File: src/rtl/bus_rr_arbiter_mux_if.sv
// bus_rr_arbiter_mux_if: master-side request/bus bundle for bus_rr_arbiter_mux.
// master modport: drives m_req/m_addr/m_data/m_as_n/m_rw, sees m_grant and bus_*.
// slave modport: the arbiter, which returns m_grant, bus_addr/data/as_n/rw, timeout.
interface bus_rr_arbiter_mux_if #(
  parameter int N_MASTERS = 4,
  parameter int ADDR_W = 30,
  parameter int DATA_W = 32
);
  logic [N_MASTERS-1:0] m_req;
  logic [N_MASTERS*ADDR_W-1:0] m_addr;
  logic [N_MASTERS*DATA_W-1:0] m_data;
  logic [N_MASTERS-1:0] m_as_n;
  logic [N_MASTERS-1:0] m_rw;
  logic [N_MASTERS-1:0] m_grant;
  logic [ADDR_W-1:0] bus_addr;
  logic [DATA_W-1:0] bus_data;
  logic bus_as_n;
  logic bus_rw;
  logic timeout;
  modport master (
    output m_req, m_addr, m_data, m_as_n, m_rw,
    input m_grant, bus_addr, bus_data, bus_as_n, bus_rw, timeout
  );
  modport slave (
    input m_req, m_addr, m_data, m_as_n, m_rw,
    output m_grant, bus_addr, bus_data, bus_as_n, bus_rw, timeout
  );
endinterface

File: src/rtl/bus_rr_arbiter_mux.sv
// bus_rr_arbiter_mux: round-robin bus arbiter plus master-to-bus multiplexer.
// Ports: clk, reset (async, active-high), bus (bus_rr_arbiter_mux_if.slave):
//   m_req/m_addr/m_data/m_as_n/m_rw in, registered one-hot m_grant out,
//   bus_addr/bus_data/bus_as_n/bus_rw muxed from m_grant, timeout pulse out.
// Define BUS_ARB_TIMEOUT_EN to add the MAX_HOLD forced-release timer.
module bus_rr_arbiter_mux #(
  parameter int N_MASTERS = 4,
  parameter int ADDR_W = 30,
  parameter int DATA_W = 32
`ifdef BUS_ARB_TIMEOUT_EN
  , parameter int MAX_HOLD = 16
`endif
) (
  input logic clk,
  input logic reset,
  bus_rr_arbiter_mux_if.slave bus
);
  localparam int IW = $clog2(N_MASTERS);
  typedef enum logic {IDLE, OWNED} state_t;
  state_t state;
  logic [N_MASTERS-1:0] grant, elig, rot, win_oh;
  logic [IW-1:0] last, win_idx;
  logic win_found, owner_req, expire, handover;
`ifdef BUS_ARB_TIMEOUT_EN
  localparam int HW = $clog2(MAX_HOLD + 1);
  logic [HW-1:0] hold;
  logic [N_MASTERS-1:0] mask;
  logic to_q;
  assign expire = state == OWNED && owner_req && hold == HW'(MAX_HOLD);
  assign elig = bus.m_req & ~mask & ~grant;
  assign bus.timeout = to_q;
`else
  assign expire = 1'b0;
  assign elig = bus.m_req & ~grant;
  assign bus.timeout = 1'b0;
`endif
  assign owner_req = |(bus.m_req & grant);
  assign handover = state == IDLE || !owner_req || expire;
  assign win_oh = N_MASTERS'(1) << win_idx;
  assign bus.m_grant = grant;
  // Rotate so bit j is master (last+1+j) mod N; the lowest set bit wins.
  always_comb begin
    rot = N_MASTERS'({elig, elig} >> (32'(last) + 32'd1));
    win_found = 1'b0;
    win_idx = '0;
    for (int j = N_MASTERS - 1; j >= 0; j--)
      if (rot[j]) begin
        win_found = 1'b1;
        win_idx = IW'((int'(last) + 1 + j) % N_MASTERS);
      end
  end
  always_ff @(posedge clk or posedge reset)
    if (reset) begin
      state <= IDLE;
      grant <= '0;
      last <= IW'(N_MASTERS - 1);
`ifdef BUS_ARB_TIMEOUT_EN
      hold <= '0;
      mask <= '0;
      to_q <= 1'b0;
`endif
    end else begin
      if (handover) begin
        state <= win_found ? OWNED : IDLE;
        grant <= win_found ? win_oh : '0;
        last <= win_found ? win_idx : last;
      end
`ifdef BUS_ARB_TIMEOUT_EN
      hold <= handover ? (win_found ? HW'(1) : '0) : hold + HW'(1);
      // A revoked owner stays masked until it is seen with req low.
      mask <= (mask & bus.m_req) | (expire ? grant : '0);
      to_q <= expire;
`endif
    end
  always_comb begin
    bus.bus_addr = '0;
    bus.bus_data = '0;
    bus.bus_as_n = 1'b1;
    bus.bus_rw = 1'b1;
    for (int i = 0; i < N_MASTERS; i++)
      if (grant[i]) begin
        bus.bus_addr = bus.m_addr[i*ADDR_W +: ADDR_W];
        bus.bus_data = bus.m_data[i*DATA_W +: DATA_W];
        bus.bus_as_n = bus.m_as_n[i];
        bus.bus_rw = bus.m_rw[i];
      end
  end
endmodule

File: src/flat_wrapper.sv
// flat-port wrapper written by rule: the top's interface ports become plain ports
module bus_rr_arbiter_mux_flat 
#(
  parameter int N_MASTERS = 4,
  parameter int ADDR_W = 30,
  parameter int DATA_W = 32

)
  (clk, reset, bus_m_req, bus_m_addr, bus_m_data, bus_m_as_n, bus_m_rw, bus_m_grant, bus_bus_addr, bus_bus_data, bus_bus_as_n, bus_bus_rw, bus_timeout);
  bus_rr_arbiter_mux_if #(.N_MASTERS(N_MASTERS), .ADDR_W(ADDR_W), .DATA_W(DATA_W)) bus_i ();
  input logic clk;
  input logic reset;
  input wire logic [$bits(bus_i.m_req)-1:0] bus_m_req;
  input wire logic [$bits(bus_i.m_addr)-1:0] bus_m_addr;
  input wire logic [$bits(bus_i.m_data)-1:0] bus_m_data;
  input wire logic [$bits(bus_i.m_as_n)-1:0] bus_m_as_n;
  input wire logic [$bits(bus_i.m_rw)-1:0] bus_m_rw;
  output wire logic [$bits(bus_i.m_grant)-1:0] bus_m_grant;
  output wire logic [$bits(bus_i.bus_addr)-1:0] bus_bus_addr;
  output wire logic [$bits(bus_i.bus_data)-1:0] bus_bus_data;
  output wire logic [$bits(bus_i.bus_as_n)-1:0] bus_bus_as_n;
  output wire logic [$bits(bus_i.bus_rw)-1:0] bus_bus_rw;
  output wire logic [$bits(bus_i.timeout)-1:0] bus_timeout;
  assign bus_i.m_req = bus_m_req;
  assign bus_i.m_addr = bus_m_addr;
  assign bus_i.m_data = bus_m_data;
  assign bus_i.m_as_n = bus_m_as_n;
  assign bus_i.m_rw = bus_m_rw;
  assign bus_m_grant = bus_i.m_grant;
  assign bus_bus_addr = bus_i.bus_addr;
  assign bus_bus_data = bus_i.bus_data;
  assign bus_bus_as_n = bus_i.bus_as_n;
  assign bus_bus_rw = bus_i.bus_rw;
  assign bus_timeout = bus_i.timeout;
  bus_rr_arbiter_mux #(.N_MASTERS(N_MASTERS), .ADDR_W(ADDR_W), .DATA_W(DATA_W)) u_core (.clk(clk), .reset(reset), .bus(bus_i));
endmodule
File: config.mk
export PLATFORM = sky130hd
export DESIGN_NAME = bus_rr_arbiter_mux_flat
export DESIGN_NICKNAME = d
export VERILOG_FILES = /design/src/rtl/bus_rr_arbiter_mux_if.sv /design/src/rtl/bus_rr_arbiter_mux.sv /design/src/flat_wrapper.sv
export SDC_FILE = /design/constraint.sdc
export NUM_CORES = 1
export LEC_CHECK = 0
export BUFFER_PORTS_ARGS = -buffer_cell sky130_fd_sc_hd__buf_2
export CORE_AREA = 2 2 129 131
export CTS_CLUSTER_SIZE = 40
export DETAILED_ROUTE_END_ITERATION = 7
export DIE_AREA = 0 0 131 133
export PLACE_DENSITY = 0.45
export SKIP_LAST_GASP = 1
export SYNTH_ARGS = -nofsm -noshare
export SYNTH_HDL_FRONTEND = slang
export SYNTH_SLANG_ARGS = --single-unit
File: constraint.sdc
create_clock -name clk -period 1.5 [get_ports clk]
set_clock_uncertainty 0.1 [all_clocks]
set_input_delay 0.075 -clock clk [delete_from_list [all_inputs] [get_ports clk]]
set_output_delay 0.075 -clock clk [all_outputs]
set_load 0.01 [all_outputs]
After elaboration in Yosys (flattened, before gate mapping)
Index checks and enable logic that the tools add are counted.
- bitwise logic cells: 4
- $add $sub $neg: 5
- reduce and logical (&&, ||, !) cells: 4
- shift operators: 2
- muxes and demuxes: 26
- operators with widths (cell ; count):
    $mux W32 ; 4
    $mux W30 ; 4
    $shr A8 B32 Y4 ; 1
    $mux W1 ; 13
    $and A4 B4 Y4 ; 2
    $mux W2 ; 4
    $add A2 B1 Y2 const B ; 2
    $add A2 B2 Y2 const B ; 2
    $mux W4 ; 1
    $not A4 Y4 ; 1
    $reduce_or A4 Y1 ; 1
    $shl A1 B2 Y4 const A ; 1
    $add A2 B1 Y3 const B ; 1
    $reduce_and A2 Y1 ; 1
    $logic_not A1 Y1 ; 1
    $logic_or A1 B1 Y1 ; 1
    $not A1 Y1 ; 1
- logic and storage cells: 44
- register bits: 7
- bits of input ports: 262
- output and inout port bits: 69

Depth between registers and ports, before layout
- depth after elaboration: 9
- depth in mapped cells: 5
- gate-level depth less buffers: 4

Worst setup path after synthesis
No wires, ideal clock.
- path kind: reg-to-reg
- start: reg u_core.grant[2] (netlist: u_core.bus.m_grant[2])
- end: reg u_core.state
- buffers on the path: 0
- arrival: 1.460 ns
- cell stages (with the launch flop): 4
- period minus slack after synthesis: 1.696 ns
- path slack: -0.196 ns
- data required time: 1.264 ns
- setup time: 0.136 ns
- cell sequence: dfrtp_1 -> a222oi_1 -> a21boi_0 -> or3b_2
- cells in the longest elaborated chain, start to end: 8
- elaborated cells between the ends (all ways): 12
- those cells by class: shift (1); mux (5); bitwise (3); reduce/logical (3)
- RTL lines (item ; line ; source):
    start: declaration ; bus_rr_arbiter_mux.sv:21 ; logic [N_MASTERS-1:0] grant, elig, rot, win_oh;
    start signal: assignment ; bus_rr_arbiter_mux.sv:65 ; grant <= win_found ? win_oh : '0;
    $not A4 Y4 ; bus_rr_arbiter_mux.sv:34 ; assign elig = bus.m_req & ~grant;
    $and A4 B4 Y4 ; bus_rr_arbiter_mux.sv:34 ;
    $shr A8 B32 Y4 ; bus_rr_arbiter_mux.sv:43 ; rot = N_MASTERS'({elig, elig} >> (32'(last) + 32'd1));
    $mux W1 (4 in a row) ; bus_rr_arbiter_mux.sv:47 ; if (rot[j]) begin
    $mux W1 ; bus_rr_arbiter_mux.sv:64 ; state <= win_found ? OWNED : IDLE;
    end signal: assignment ; bus_rr_arbiter_mux.sv:64 ;
    end: declaration ; bus_rr_arbiter_mux.sv:20 ; state_t state;
Several ways; a longest one is shown, not always the timed one.
A chain may end at the register's enable or synchronous reset.

Final worst setup path
- start: reg u_core.grant[1] (netlist: u_core.bus.m_grant[1])
- end: out bus_bus_addr[17]
- cells in the longest elaborated chain, start to end: 3
- RTL lines (item ; line ; source):
    $mux W30 (3 in a row) ; bus_rr_arbiter_mux.sv:81 ; if (grant[i]) begin
    end: declaration ; flat_wrapper.sv:19 ; output wire logic [$bits(bus_i.bus_addr)-1:0] bus_bus_addr;
No other way between the ends.

==> impl_metrics.ini <==
[status]
status = complete, but fails checks
violations = negative setup slack

[grt]
grt_pass1_wl_um = 20900
grt.total_usage_pct = 15.0
grt-ovfl-total = 0
first_global_vias = 4161
antenna_found_initial = 0
grt_start_max_net_pins = 55

[final_layout]
layout-drive-gt1-share_pct = 74.0
mostFrequentLayoutCells = buf_2, nand2_1, o31ai_2
fin_util_pct = 34.6
fillCellCount = 1714
final_area_sq_um = 5590
syn2layout_area_growth_pct = 141
layout_commonest_cell = buf_2
diodes = 0
nNetsFinal = 954

[pwr]
vdd_drop_max_mv = 0.646
power_mw = 8.99
p_leak_nw = 2.63
p_per_area_nw_per_um2 = 1610

[synth]
avgSynthCellArea_sq_um = 6.68
yosys-top-cells-area = a221oi_1, o31ai_1, nor2b_1
synth_seq_cells = 7
synth_top_area_cell = a221oi_1
ys_types = 29
syn_inst = 347
synth_nets = 609
yosys_warnings = 0
yosysSeqAreaShare_pct = 7.67
synth_top_area_share_pct = 23.8
syn_area_sq_um = 2320

[worst_setup_path]
r2r_start = u_core.bus.m_grant[2]
start_kind = register
startpoint = u_core.bus.m_grant[1]
ff2ff_setup_slack_ns = -0.30
path_cells = buf_4 -> buf_6 -> a221oi_2 -> o31ai_2 -> buf_2
arrival_ns = 1.65
cpPeakStageDelay_ns = 0.42
path_delay_family = compound AO/OA/AOI/OAI gates
path_class = register to primary output
cp.required_ns = 1.32
cp.buffers_inverters = 3
cp_max_fo = 33
cp_slowest_cell = dfrtp_2
worstSetupEndpointType = primary output

[timing]
setup_viol = 71
rsz0062_at_grt = yes
fmax_mhz = 548
fin_ws_ns = -0.325
setup_tns_ns = -19.20
hold_viol = 0
finalCritPeriodShare_pct = 122
min_period_ns = 1.83
report.final.slew_viol_count = 0

[clock_tree]
clk_pin_slew_worst_paths_ns = 0.04
cts_buffers = 3
cts_sinks = 7
cts_buffer_depth = 2
cts.htree.levels = 1
root_buffer = clkbuf_16
clkLatencyLatePin_ns = 0.24
cts_tree = done

[place]
gp_congestion = 0.736
dp_hpwl_um = 10900
place_ws_ns = -0.255
port_buffers = 329
place_area_sq_um = 4760

[die]
initial_core_util_pct = 14.3
fp.dieH_um = 133
die_w_um = 131
io_pins = 331
core_area_sq_um = 16200
die_area_sq_um = 17400
rows = 47

[detailed_routing]
wl_um = 15100
postRouteAntennaNets = 0
drt_iter0_markers = 139
drt_first_pass_iters = 4
wire_per_inst_um = 16.6
drc_errors = 0
dr_total_vias = 4173
vias_per_cell = 4.58

[flow_run]
cap_violations = 0

[min_path]
hp-class = primary input to async pin
cell usage after synthesis:
library cell,number
dfstp_2,2
buf_4,1
nand3_1,2
o21ai_0,2
nor2b_1,65
or2b_1,1
dfrtp_1,5
buf_1,4
inv_1,3
or3b_2,1
a221oi_1,63
conb_1,1
o221ai_1,2
a21boi_0,1
a32o_1,1
nand2b_1,6
o221ai_2,1
o31ai_1,66
mux2_2,3
mux2i_1,1
o22ai_1,2
a222oi_1,1
clkbuf_1,30
a221o_1,1
buf_2,9
nor3_1,1
a32oi_1,2
a2bb2oi_1,1
nand2_1,69
power by group:
part	leakage, nW	switching, mW	internal (mW)
logic	2.52	4.09	4.03
registers	0.0780	0.103	0.303
clock network	0.0382	0.115	0.355
total	2.63	4.31	4.69
worst paths after layout:
check / end / cells past startpoint
max: bus_bus_addr[17] / 5
min: u_core.state / 3
max reg2reg: u_core.last[0] / 5
min reg2reg: u_core.last[1] / 2
max in group asynchronous: u_core.last[0] / 3
min in group clk: u_core.bus.m_grant[1] / 4
registers in the layout, summed over array words and instances, names as in the netlist:
name	flops
u_core.state	1
u_core.last	2
u_core.bus.m_grant	4
cell type report:
type                       count  area [sq um]  area share, %
sequential                     7           186           3.34
tap                          220           275           4.93
clock buffer                   4          78.8           1.41
timing repair buffer         384          2410           43.2
inverter                       3          11.3          0.202
multi-input combinational    293          2620           46.9
timing repair:
| action | in CTS | in global routing |
|---|---|---|
| pin swaps | 10 | 13 |
| gates cloned | 5 | 5 |
| endpoints found under the setup margin | 71 | 71 |
| gates resized for setup | 51 | 35 |
| hold endpoints to repair | 7 | 0 |
| buffers inserted | 6 | 1 |
| hold buffers | 1 | 0 |
routing by layer:
metal | wire length (um) | global-route usage (%) | vias to the layer above
li1 | - | - | 2052
met1 | 5900 | 17.1 | 1930
met2 | 8150 | 29.9 | 187
met3 | 983 | 1.29 | 4
met4 | 90 | 2.13 | 0
met5 | 0 | 0 | -
worst min-delay path, cell delays in order:
cell and delay [ns]:
dlygate4sd3_1 0.52, buf_2 0.12, inv_1 0.23
cells by family after synthesis:
logic type | share of synthesized area [%]
AOI/OAI and AO/OA | 50.3
buffers and inverters | 8.26
DFF | 7.67
muxes | 1.89
other | 0.162
and+or+nand+nor | 31.7
stage by stage:
step,hold slack (ns),instances
final,0.221,911
after global routing,0.266,911
after CTS,0.200,905
after detailed placement,-0.0720,889
after global placement,-0.0790,889
after floorplan,-0.223,347
(Power assumes the default switching activity.)
